## config.mk

```make
export PLATFORM = sky130hd
export DESIGN_NAME = mem_ctrl
export DESIGN_NICKNAME = d
export VERILOG_FILES = /design/src/rtl/mem_ctrl.sv
export SDC_FILE = /design/constraint.sdc
export NUM_CORES = 1
export LEC_CHECK = 0
export CAP_MARGIN = 30
export CELL_PAD_IN_SITES_DETAIL_PLACEMENT = 1
export CELL_PAD_IN_SITES_GLOBAL_PLACEMENT = 1
export CORE_ASPECT_RATIO = 1.2
export CORE_MARGIN = 10
export CORE_UTILIZATION = 39
export DETAILED_ROUTE_END_ITERATION = 8
export PLACE_DENSITY = 0.76
export SYNTH_ARGS = -nofsm -noshare
export SYNTH_HDL_FRONTEND = slang
export SYNTH_SLANG_ARGS = --single-unit
```

## constraint.sdc

```tcl
create_clock -name clk -period 4.2 [get_ports clk]
set_clock_uncertainty 0.1 [all_clocks]
set_input_delay 0.42 -clock clk [delete_from_list [all_inputs] [get_ports clk]]
set_output_delay 0.42 -clock clk [all_outputs]
set_load 0.01 [all_outputs]
```

## src/rtl/mem_ctrl.sv

```systemverilog
// Byte-serial memory controller: arbitrates instruction fetch and load/store onto an 8-bit RAM port.
// Reads complete N+2 cycles after acceptance and stores N+1 cycles after; requesters hold until their ready pulse.
module mem_ctrl #(
    parameter int ADDR_W = 32
) (
    input  logic              clk,
    input  logic              rst,
    input  logic              if_req,
    input  logic [ADDR_W-1:0] if_addr,
    output logic              if_ready,
    output logic [31:0]       if_data,
    input  logic              flush,
    input  logic              ls_req,
    input  logic              ls_we,
    input  logic [1:0]        ls_size,
    input  logic [ADDR_W-1:0] ls_addr,
    input  logic [31:0]       ls_wdata,
    output logic              ls_ready,
    output logic [31:0]       ls_rdata,
    input  logic [7:0]        mem_din,
    output logic [7:0]        mem_dout,
    output logic [ADDR_W-1:0] mem_a,
    output logic              mem_wr
);

    typedef enum logic [1:0] {IDLE, READ, WRITE, DONE} state_t;

    state_t            r_state;
    logic              r_src_ls;
    logic              r_last_ls;
    logic [ADDR_W-1:0] r_base;
    logic [2:0]        r_n;
    logic [2:0]        r_cnt;
    logic [31:0]       r_wdata;
    logic [31:0]       r_buf;

    logic              w_if_ok;
    logic              w_grant_ls;
    logic              w_accept;
    logic [2:0]        w_ls_n;
    logic [2:0]        w_next_k;
    logic [ADDR_W-1:0] w_next_a;
    logic [1:0]        w_bidx;
    logic [31:0]       w_asm;

    always_comb begin
        w_if_ok    = if_req & ~flush;
        w_grant_ls = ls_req & (~w_if_ok | ~r_last_ls);
        w_accept   = w_if_ok | ls_req;
        case (ls_size)
            2'b00:   w_ls_n = 3'd1;
            2'b01:   w_ls_n = 3'd2;
            default: w_ls_n = 3'd4;
        endcase
        w_next_k = r_cnt + 3'd1;
        w_next_a = r_base + ADDR_W'(w_next_k);
        // In READ, cycle r_cnt carries the byte addressed in cycle r_cnt-1.
        w_bidx   = r_cnt[1:0] - 2'd1;
        w_asm    = r_buf;
        w_asm[{w_bidx, 3'b000} +: 8] = mem_din;
    end

    always_ff @(posedge clk or negedge rst) begin
        if (!rst) begin
            r_state   <= IDLE;
            r_src_ls  <= 1'b0;
            r_last_ls <= 1'b0;
            r_base    <= '0;
            r_n       <= 3'd0;
            r_cnt     <= 3'd0;
            r_wdata   <= 32'd0;
            r_buf     <= 32'd0;
            if_ready  <= 1'b0;
            ls_ready  <= 1'b0;
            if_data   <= 32'd0;
            ls_rdata  <= 32'd0;
            mem_a     <= '0;
            mem_dout  <= 8'd0;
            mem_wr    <= 1'b0;
        end else begin
            case (r_state)
                IDLE: begin
                    if (w_accept) begin
                        r_src_ls  <= w_grant_ls;
                        r_last_ls <= w_grant_ls;
                        r_cnt     <= 3'd0;
                        r_buf     <= 32'd0;
                        if (w_grant_ls) begin
                            r_base  <= ls_addr;
                            mem_a   <= ls_addr;
                            r_n     <= w_ls_n;
                            r_wdata <= ls_wdata;
                            if (ls_we) begin
                                r_state  <= WRITE;
                                mem_wr   <= 1'b1;
                                mem_dout <= ls_wdata[7:0];
                            end else begin
                                r_state <= READ;
                            end
                        end else begin
                            r_base  <= if_addr;
                            mem_a   <= if_addr;
                            r_n     <= 3'd4;
                            r_state <= READ;
                        end
                    end
                end
                READ: begin
                    if (flush && !r_src_ls) begin
                        mem_a   <= '0;
                        r_state <= IDLE;
                    end else begin
                        r_cnt <= w_next_k;
                        if (r_cnt != 3'd0)
                            r_buf <= w_asm;
                        mem_a <= (w_next_k < r_n) ? w_next_a : '0;
                        if (r_cnt == r_n) begin
                            r_state <= DONE;
                            if (r_src_ls) begin
                                ls_rdata <= w_asm;
                                ls_ready <= 1'b1;
                            end else begin
                                if_data  <= w_asm;
                                if_ready <= 1'b1;
                            end
                        end
                    end
                end
                WRITE: begin
                    r_cnt <= w_next_k;
                    if (w_next_k < r_n) begin
                        mem_a    <= w_next_a;
                        mem_dout <= r_wdata[{w_next_k[1:0], 3'b000} +: 8];
                    end else begin
                        mem_a    <= '0;
                        mem_dout <= 8'd0;
                        mem_wr   <= 1'b0;
                        ls_ready <= 1'b1;
                        r_state  <= DONE;
                    end
                end
                default: begin
                    // Requests still high on this edge are deliberately not accepted.
                    if_ready <= 1'b0;
                    ls_ready <= 1'b0;
                    r_state  <= IDLE;
                end
            endcase
        end
    end

endmodule

```

; Yosys cells after proc, flatten, opt, wreduce, memory -nomap -nowiden
; Index checks and enable logic that the tools add are counted.
; W data, S select, Z words.
[word_totals]
out_inout_bits = 107
reg_bits = 212
input_bits = 112
[op_classes]
order_cmp = 1
bitwise_logic = 10
shift = 3
n_eq_ne = 14
n_mux = 41
n_reduce_logical = 21
n_addsub = 4
[ops]
columns = op, count
row1 = $mux W32, 7
row2 = $pmux W32 S3, 1
row3 = $pmux W32 S2, 1
row4 = $add A32 B3 Y32, 1
row5 = $bwmux W32, 1
row6 = $mux W8, 4
row7 = $shift A8 B7 Y32 const A, 1
row8 = $shiftx A32 B6 Y8, 1
row9 = $shiftx A8 B7 Y32, 1
row10 = $reduce_and A4 Y1, 5
row11 = $ne A2 B2 Y1 const B, 9
row12 = $pmux W8 S2, 1
row13 = $mux W2, 6
row14 = $mux W1, 11
row15 = $reduce_and A5 Y1, 2
row16 = $mux W3, 3
row17 = $pmux W3 S3, 1
row18 = $reduce_and A3 Y1, 3
row19 = $neg A5 Y7, 1
row20 = $not A1 Y1, 6
row21 = $pmux W2 S3, 1
row22 = $pmux W3 S2, 1
row23 = $reduce_bool A3 Y1, 2
row24 = $eq A2 B1 Y1 const B, 2
row25 = other kinds (16), 22

; Depth between registers and ports, before layout
; Gate-level depths: netlist (run 1).
[logic_depth]
depth_word = 8
mapped_depth = 11

; Least setup slack after synthesis (run 1)
; OpenSTA, ideal clock, no wires.
[synth_path]
kind = reg2reg
startpoint = register r_cnt[0]
endpoint = register mem_a[30]
n_path_buf = 1
period_less_slack_ns = 2.884
path_stages_with_launch = 10
t_arrival_ns = 2.651
setup_ns = 0.134
slack_ns = 1.316
path_cell_list = dfrtp_1 > buf_2 > inv_1 > ha_1 > fa_1 > a21oi_1 > nor4_1 > nor4b_2 > xnor2_1 > o221ai_2
[synth_via]
elab_chain_cells = 5
elab_cells_between_ends = 6
classes_between = add/sub: 2 / order compare: 1 / mux: 3
[synth_lines]
columns = element, line
row1 = start: declaration, 33  ; logic [2:0] r_cnt;
row2 = start signal: assignment, 113  ; r_cnt <= w_next_k;
row3 = start signal: assignment, 130  ; r_cnt <= w_next_k;
row4 = $add A3 B1 Y3 (*), 55  ; w_next_k = r_cnt + 3'd1;
row5 = $add A32 B3 Y32 / $lt A3 B3 Y1 (equally long branches), "56, 116, 131"
row6 = $mux W32 (*), "116, 131"
row7 = $mux W32, 109  ; if (flush && !r_src_ls) begin
row8 = $pmux W32 S3 (*), 81  ; case (r_state)
row9 = end signal: assignment, 90  ; mem_a <= ls_addr;
row10 = end signal: assignment, 116  ; mem_a <= (w_next_k < r_n) ? w_next_a : '0;
row11 = end signal: assignment, 132  ; mem_a <= w_next_a;
row12 = end: declaration, 22  ; output logic [ADDR_W-1:0] mem_a,
; Every way passes the cells marked *; elsewhere a longest branch is shown, timed or not.
; A chain may end at the register's enable or synchronous reset.

; Worst setup path in the final report (run 1)
[layout_path]
startpoint = register r_cnt[1]
endpoint = register mem_a[18]
; The elaborated chain is that of the path after synthesis.

==> flow_summary.ini, run 1 <==
[synth]
syn-cell-area_mm2 = 0.0103
synth_top_family_by_area = compound AO/OA/AOI/OAI gates
synthTopCellsByArea = dfrtp_1 52%, nand2_1 6.5%, o21ai_0 4.4%
synth_xor_area_share_pct = 2.72
synth_mux_area_share_pct = 8.67
synth_adder_area_share_pct = 2.02
synth_edf_count = 0
yosysWarnings = 0
yosysUniqueCellTypes = 57
synthArstFlopShare_pct = 100
yosysSeqAreaShare_pct = 51.5
synth.top_cell.area_share_pct = 51.5
synth-compound-area-share_pct = 18.3
synth_cells = 990
yosysTopAreaCell = dfrtp_1
synth_ff_type = dfrtp_1
syn_area_per_cell_um2 = 10.4
syn_nets = 1118
yosys.area_share.simple_pct = 12.4
ys_ff_latch = 212

[placed_design]
dp_hpwl_mm = 22.7
gp_congestion = 0.813
portBuffers = 218
dpl_cell_area_mm2 = 0.0128

[global_route]
grt_use_total_pct = 18.3
grt_pass1_vias = 9122
grt_overflow = 0
grt_max_degree = 126
grt_pass1_wl_mm = 50.2
grt_antenna_before_repair = 2

[worst_setup_path]
crit_path_top_delay_cell = nor4b_2
end_kind = flip-flop
crit_type = flip-flop to flip-flop
cp_max_fo = 7
critPathArrivalTime_ps = 3160
worstPathCellList = ha_1 -> nand2b_1 -> nand2_1 -> ha_1 -> a21oi_1 -> buf_4 -> nor4b_2 -> nand3_1 -> xor2_1 -> o221ai_1
startpoint_type = flip-flop
cpMostUsedCell = ha_1
cp.required_ps = 4450
max_stage_delay_ps = 570

[clocking]
cts_buffers = 23
cts_tree = built
cts-htree-levels = 1
cts_sinks = 212
clock_path_buffers = 3
clock_latency_ps = 520
cts-resized-gates = 0
cts-root-buf = clkbuf_16
cts_setup_buffers = 0
clk_pin_slew_ps = 60
ctsHoldBuffers = 1

[floorplan]
start_util_pct = 39.3
core_mm2 = 0.0262
die_w_um = 168
die_h_um = 198
placement_rows = 65
ios = 219
dieArea_mm2 = 0.0333

[timing]
final.setup.tns_ps = 0
min_period_over_period_pct = 69.3
hold_viol = 0
post-route-min-period_ps = 2910
drv_slew = 0
slew-limit-headroom_pct = 28.8
rsz0062_at_grt = false
fmax_mhz = 343
worst_pin_slew_ps = 1070
setup_viol = 0

[cells_and_area]
drive_above_1_share_pct = 9.08
nFillCells = 2857
nets = 1314
num_antenna_cells = 0
final_common_cell = clkdlybuf4s50_1
postLayoutCellArea_mm2 = 0.0135
syn_to_final_growth_pct = 31.4
final_cell_mix = 217 x clkdlybuf4s50_1, 212 x dfrtp_1, 179 x nand2_1

[run_status]
status = finished clean

[routing]
via_per_inst = 5.39
antenna_left = 0
wl_mm = 31.2
wl_per_cell_um = 20.4
drc = 0
vias = 8271
drt-pass1-iter-count = 4
drt_iter0_drc = 411

[power_and_ir_drop]
leakagePower_nw = 5.58
peakVddDrop_v = 0.000310
power_density_mw_per_mm2 = 735

[worst_hold_path]
hold_class = flip-flop to flip-flop

[run]
drv_cap = 0
## flip-flops by register name, summed over array words and instances, names as in the netlist
| name | cells |
|---|---|
| mem_wr | 1 |
| r_n | 3 |
| if_data | 32 |
| ls_ready | 1 |
| r_state | 2 |
| r_base | 32 |
| r_cnt | 3 |
| ls_rdata | 32 |
| if_ready | 1 |
| r_buf | 32 |
| r_last_ls | 1 |
| mem_a | 32 |
| mem_dout | 8 |
| r_wdata | 32 |
## routing by layer
layer / share of wire [%] / GRT usage [%] / wire (um) / vias to the layer above
met5: 0.10 / 0 / 32 / -
met4: 1.7 / 4.29 / 535 / 4
met3: 5.6 / 4.34 / 1740 / 37
met2: 51 / 32.5 / 16100 / 186
met1: 41 / 21.7 / 12900 / 4127
li1: - / - / - / 3917
## logic make-up (layout without fill, tap and decap cells)
group,after synthesis,after routing
buffers and inverters,108,318
AOI/OAI and AO/OA,283,283
xor gates and xnor gates,32,32
adders and majority gates,16,16
muxes,75,75
and+or+nand+nor,264,264
DFF,212,212
## report_power, final
group	switching [mW]	internal, mW	total, mW
clock	0.811	1.13	1.94
combinational	2.40	2.10	4.49
sequential	0.613	2.90	3.51
total	3.82	6.12	9.95
## area by class of cell
type | count | area [um^2] | area share, %
inverter | 43 | 161 | 1.19
multi-input combinational | 670 | 4580 | 33.8
tap | 335 | 419 | 3.10
timing repair buffer | 236 | 2360 | 17.4
clock buffer | 37 | 698 | 5.16
clock inverter | 2 | 16.3 | 0.120
sequential | 212 | 5310 | 39.2
## final timing paths
check	start	endpoint	slack [ps]	cells past startpoint
min in group asynchronous	rst	ls_rdata[12]	410	2
hold / removal	ls_rdata[4]	ls_rdata[4]	380	2
max in group asynchronous	rst	mem_a[28]	2450	3
hold reg to reg	ls_rdata[4]	ls_rdata[4]	380	2
setup / recovery	r_cnt[1]	mem_a[18]	1290	10
setup reg to reg	r_cnt[1]	mem_a[18]	1290	10
## worst max-delay path: cells and delay by family, from the launching register on
| family | cells | cell delay (ps) |
|---|---|---|
| AND/OR/NAND/NOR | 4 | 1000 |
| XOR/XNOR | 1 | 210 |
| flip-flops | 1 | 440 |
| AO/OA/AOI/OAI | 2 | 230 |
| adder cells (fa/ha/maj) | 2 | 600 |
| buffers and inverters | 1 | 170 |
## synth_stat cells (4+ instances only)
master / n
o21ai_1: 21
nand2b_1: 5
buf_2: 17
ha_1: 15
nor4_2: 6
nand3_1: 13
xnor2_1: 19
nand2_1: 179
clkbuf_1: 40
inv_1: 42
o21a_1: 43
nor3_1: 7
buf_4: 4
o221ai_1: 28
o221ai_2: 4
mux2i_1: 33
a21oi_1: 16
nor2b_1: 13
and3_1: 4
o22ai_1: 30
xor2_1: 13
a22o_1: 32
nand4_1: 8
and4_1: 4
mux4_2: 8
mux2_2: 24
dfrtp_1: 212
mux2_1: 10
o21ai_0: 91
nor2_1: 8
## per-stage QoR
stage               total power [mW]  setup slack, ps  hold WS (ps)  utilization [%]  cells
floorplan                       6.16             1320          24.4                -    990
finish                          9.95             1290           377             51.7   1535
global placement                7.84             1140           360             48.7   1493
CTS                             10.1             1270           384             51.7   1535
detailed placement              8.08             1110           369             48.9   1495
global route                    10.7             1090           399             51.7   1535
Note: power is estimated with default switching activity, not from simulation.
==> run 2: changes to the inputs <==
==> constraint.sdc (replaced) <==
create_clock -name clk -period 3 [get_ports clk]
set_clock_uncertainty 0.1 [all_clocks]
set_input_delay 0.3 -clock clk [delete_from_list [all_inputs] [get_ports clk]]
set_output_delay 0.3 -clock clk [all_outputs]
set_load 0.01 [all_outputs]
==> run 2 against run 1 <==
Core utilization rose by 0.97 points. Count of clock-buffer cells in the layout fell by 8. Power rose by 47%. First-iteration DRC count rose by 3.2%. Die area did not move. Global-route usage rose by 0.49 points. Routed wire length rose by 2.8%. Sequential power rose by 41%. Cell count rose by 1.0%. Combinational power rose by 44%. Worst hold slack got worse by 130 ps. Register-to-register slack got worse by 1100 ps.
==> flow_summary.ini, run 2 (synthesized netlist as in run 1, its figures left out) <==
[run_status]
status = finished clean

[clocking]
clk_pin_slew_ps = 60
cts_buffers = 23
clock_path_buffers = 3
cts_sinks = 212
cts-root-buf = clkbuf_16
cts_tree = built
clock_latency_ps = 520
cts_setup_buffers = 0
cts-htree-levels = 1

[worst_setup_path]
startpoint_type = flip-flop
cp_max_fo = 15
r2r-start = r_cnt[1]
end_kind = flip-flop
critPathArrivalTime_ps = 3060
cp.required_ps = 3290
reg2reg_depth = 9
crit_type = flip-flop to flip-flop
r2r_end = mem_a[23]
r2r_slack_ps = 230

[cells_and_area]
postLayoutCellArea_mm2 = 0.0138
syn_to_final_growth_pct = 33.9
drive_above_1_share_pct = 10.6
nets = 1328
final_common_cell = clkdlybuf4s50_1
num_antenna_cells = 0
nFillCells = 2831
final_cell_mix = 217 x clkdlybuf4s50_1, 212 x dfrtp_1, 179 x nand2_1

[floorplan]
die_h_um = 198
dieArea_mm2 = 0.0333
die_w_um = 168
core_mm2 = 0.0262
placement_rows = 65
ios = 219
start_util_pct = 39.3

[routing]
antenna_left = 0
via_per_inst = 5.46
drc = 0
vias = 8470
drt_iter0_drc = 424
wl_per_cell_um = 20.7
wl_mm = 32.1
drt-pass1-iter-count = 4

[timing]
drv_slew = 0
setup_viol = 0
post-route-min-period_ps = 2770
rsz0062_at_grt = false
fmax_mhz = 361
final.setup.tns_ps = 0
min_period_over_period_pct = 92.3
slew-limit-headroom_pct = 39.2
worst_pin_slew_ps = 912
whs_ps = 246
hold_viol = 0

[worst_hold_path]
hold_class = input port to asynchronous set/reset pin

[placed_design]
portBuffers = 218
dp_hpwl_mm = 22.8
dpl_cell_area_mm2 = 0.0129
gp_congestion = 0.836

[global_route]
grt_pass1_wl_mm = 51.4
grt_overflow = 0
grt_antenna_before_repair = 1
grt_use_total_pct = 18.7
grt_max_degree = 79
grt_pass1_vias = 9280

[power_and_ir_drop]
peakVddDrop_v = 0.000478
power_mw = 14.6
leakagePower_nw = 5.72
power_density_mw_per_mm2 = 1060

[run]
drv_cap = 0
run 2: cell count changes in the layout (fill, tap and decap cells not counted), moves of 2 or more:
cell,before,now
clkinv_2,0,5
buf_4,15,26
clkbuf_1,7,5
buf_12,1,5
bufinv_16,0,6
clkbuf_8,7,1
run 2: worst max-delay path, cell delays in order, from the launching register on:
cell	delay [ps]
dfrtp_1	430
inv_1	110
ha_1	330
buf_4	230
ha_1	350
a211o_1	150
nand4_1	310
nor3_1	340
xnor2_1	170
o221ai_1	130
run 2: metal layers:
metal  GRT usage (%)  routed length (um)  vias up  share of wire (%)
met5               0                  18        -              0.056
met4            5.49                 775        2                2.4
met3            4.01                1600       52                5.0
met2            33.3               16700      193                 52
met1            22.2               13100     4277                 41
li1                -                   -     3946                  -
run 2: through the flow:
| step | worst slack, ps | std cells | utilization (%) |
|---|---|---|---|
| final | 230 | 1551 | 52.6 |
| after floorplan | 116 | 990 | - |
| after CTS | 24.0 | 1551 | 52.6 |
| after global routing | 36.8 | 1551 | 52.6 |
| after global placement | 200 | 1509 | 49.4 |
| after detailed placement | 73.5 | 1509 | 49.4 |
run 2: how the worst max path moves through the flow:
stage               startpoint   endpoint  slack (ps)  cells past startpoint
floorplan             r_cnt[0]  mem_a[30]         120                      9
global placement      r_cnt[1]  mem_a[15]         200                      9
detailed placement    r_cnt[1]  mem_a[13]          70                      9
CTS                   r_cnt[1]  mem_a[13]          20                      9
global route          r_cnt[1]  mem_a[23]          40                      9
finish                r_cnt[1]  mem_a[23]         230                      9
run 2: power by group:
group / total (mW) / internal (mW) / switching, mW
clock network: 3.15 / 1.95 / 1.20
registers: 4.94 / 4.06 / 0.887
logic: 6.48 / 3.04 / 3.44
run 2: final cells by class:
cell class	instances	area (um^2)	area share, %
multi-input cells	670	4590	33.3
flip-flops and latches	212	5310	38.5
repair buffers	250	2490	18.1
clock inverters	12	214	1.55
well taps	335	419	3.04
clock buffers	29	608	4.41
inverters	43	161	1.17
run 2: what timing repair did:
action                                  CTS  global route
resized for setup                         0             2
hold buffers                              1             0
endpoints found under the setup margin    0             9
endpoints found under the hold margin    74             0
==> run 3: changes to the inputs <==
--- a/config.mk
+++ b/config.mk
@@ -12,6 +12,7 @@
 export CORE_MARGIN = 10
 export CORE_UTILIZATION = 39
 export DETAILED_ROUTE_END_ITERATION = 8
+export GPL_ROUTABILITY_DRIVEN = 0
 export PLACE_DENSITY = 0.76
 export SYNTH_ARGS = -nofsm -noshare
 export SYNTH_HDL_FRONTEND = slang
==> results of run 3 <==
Final layout, timing and power as in run 2 (identical DEF).
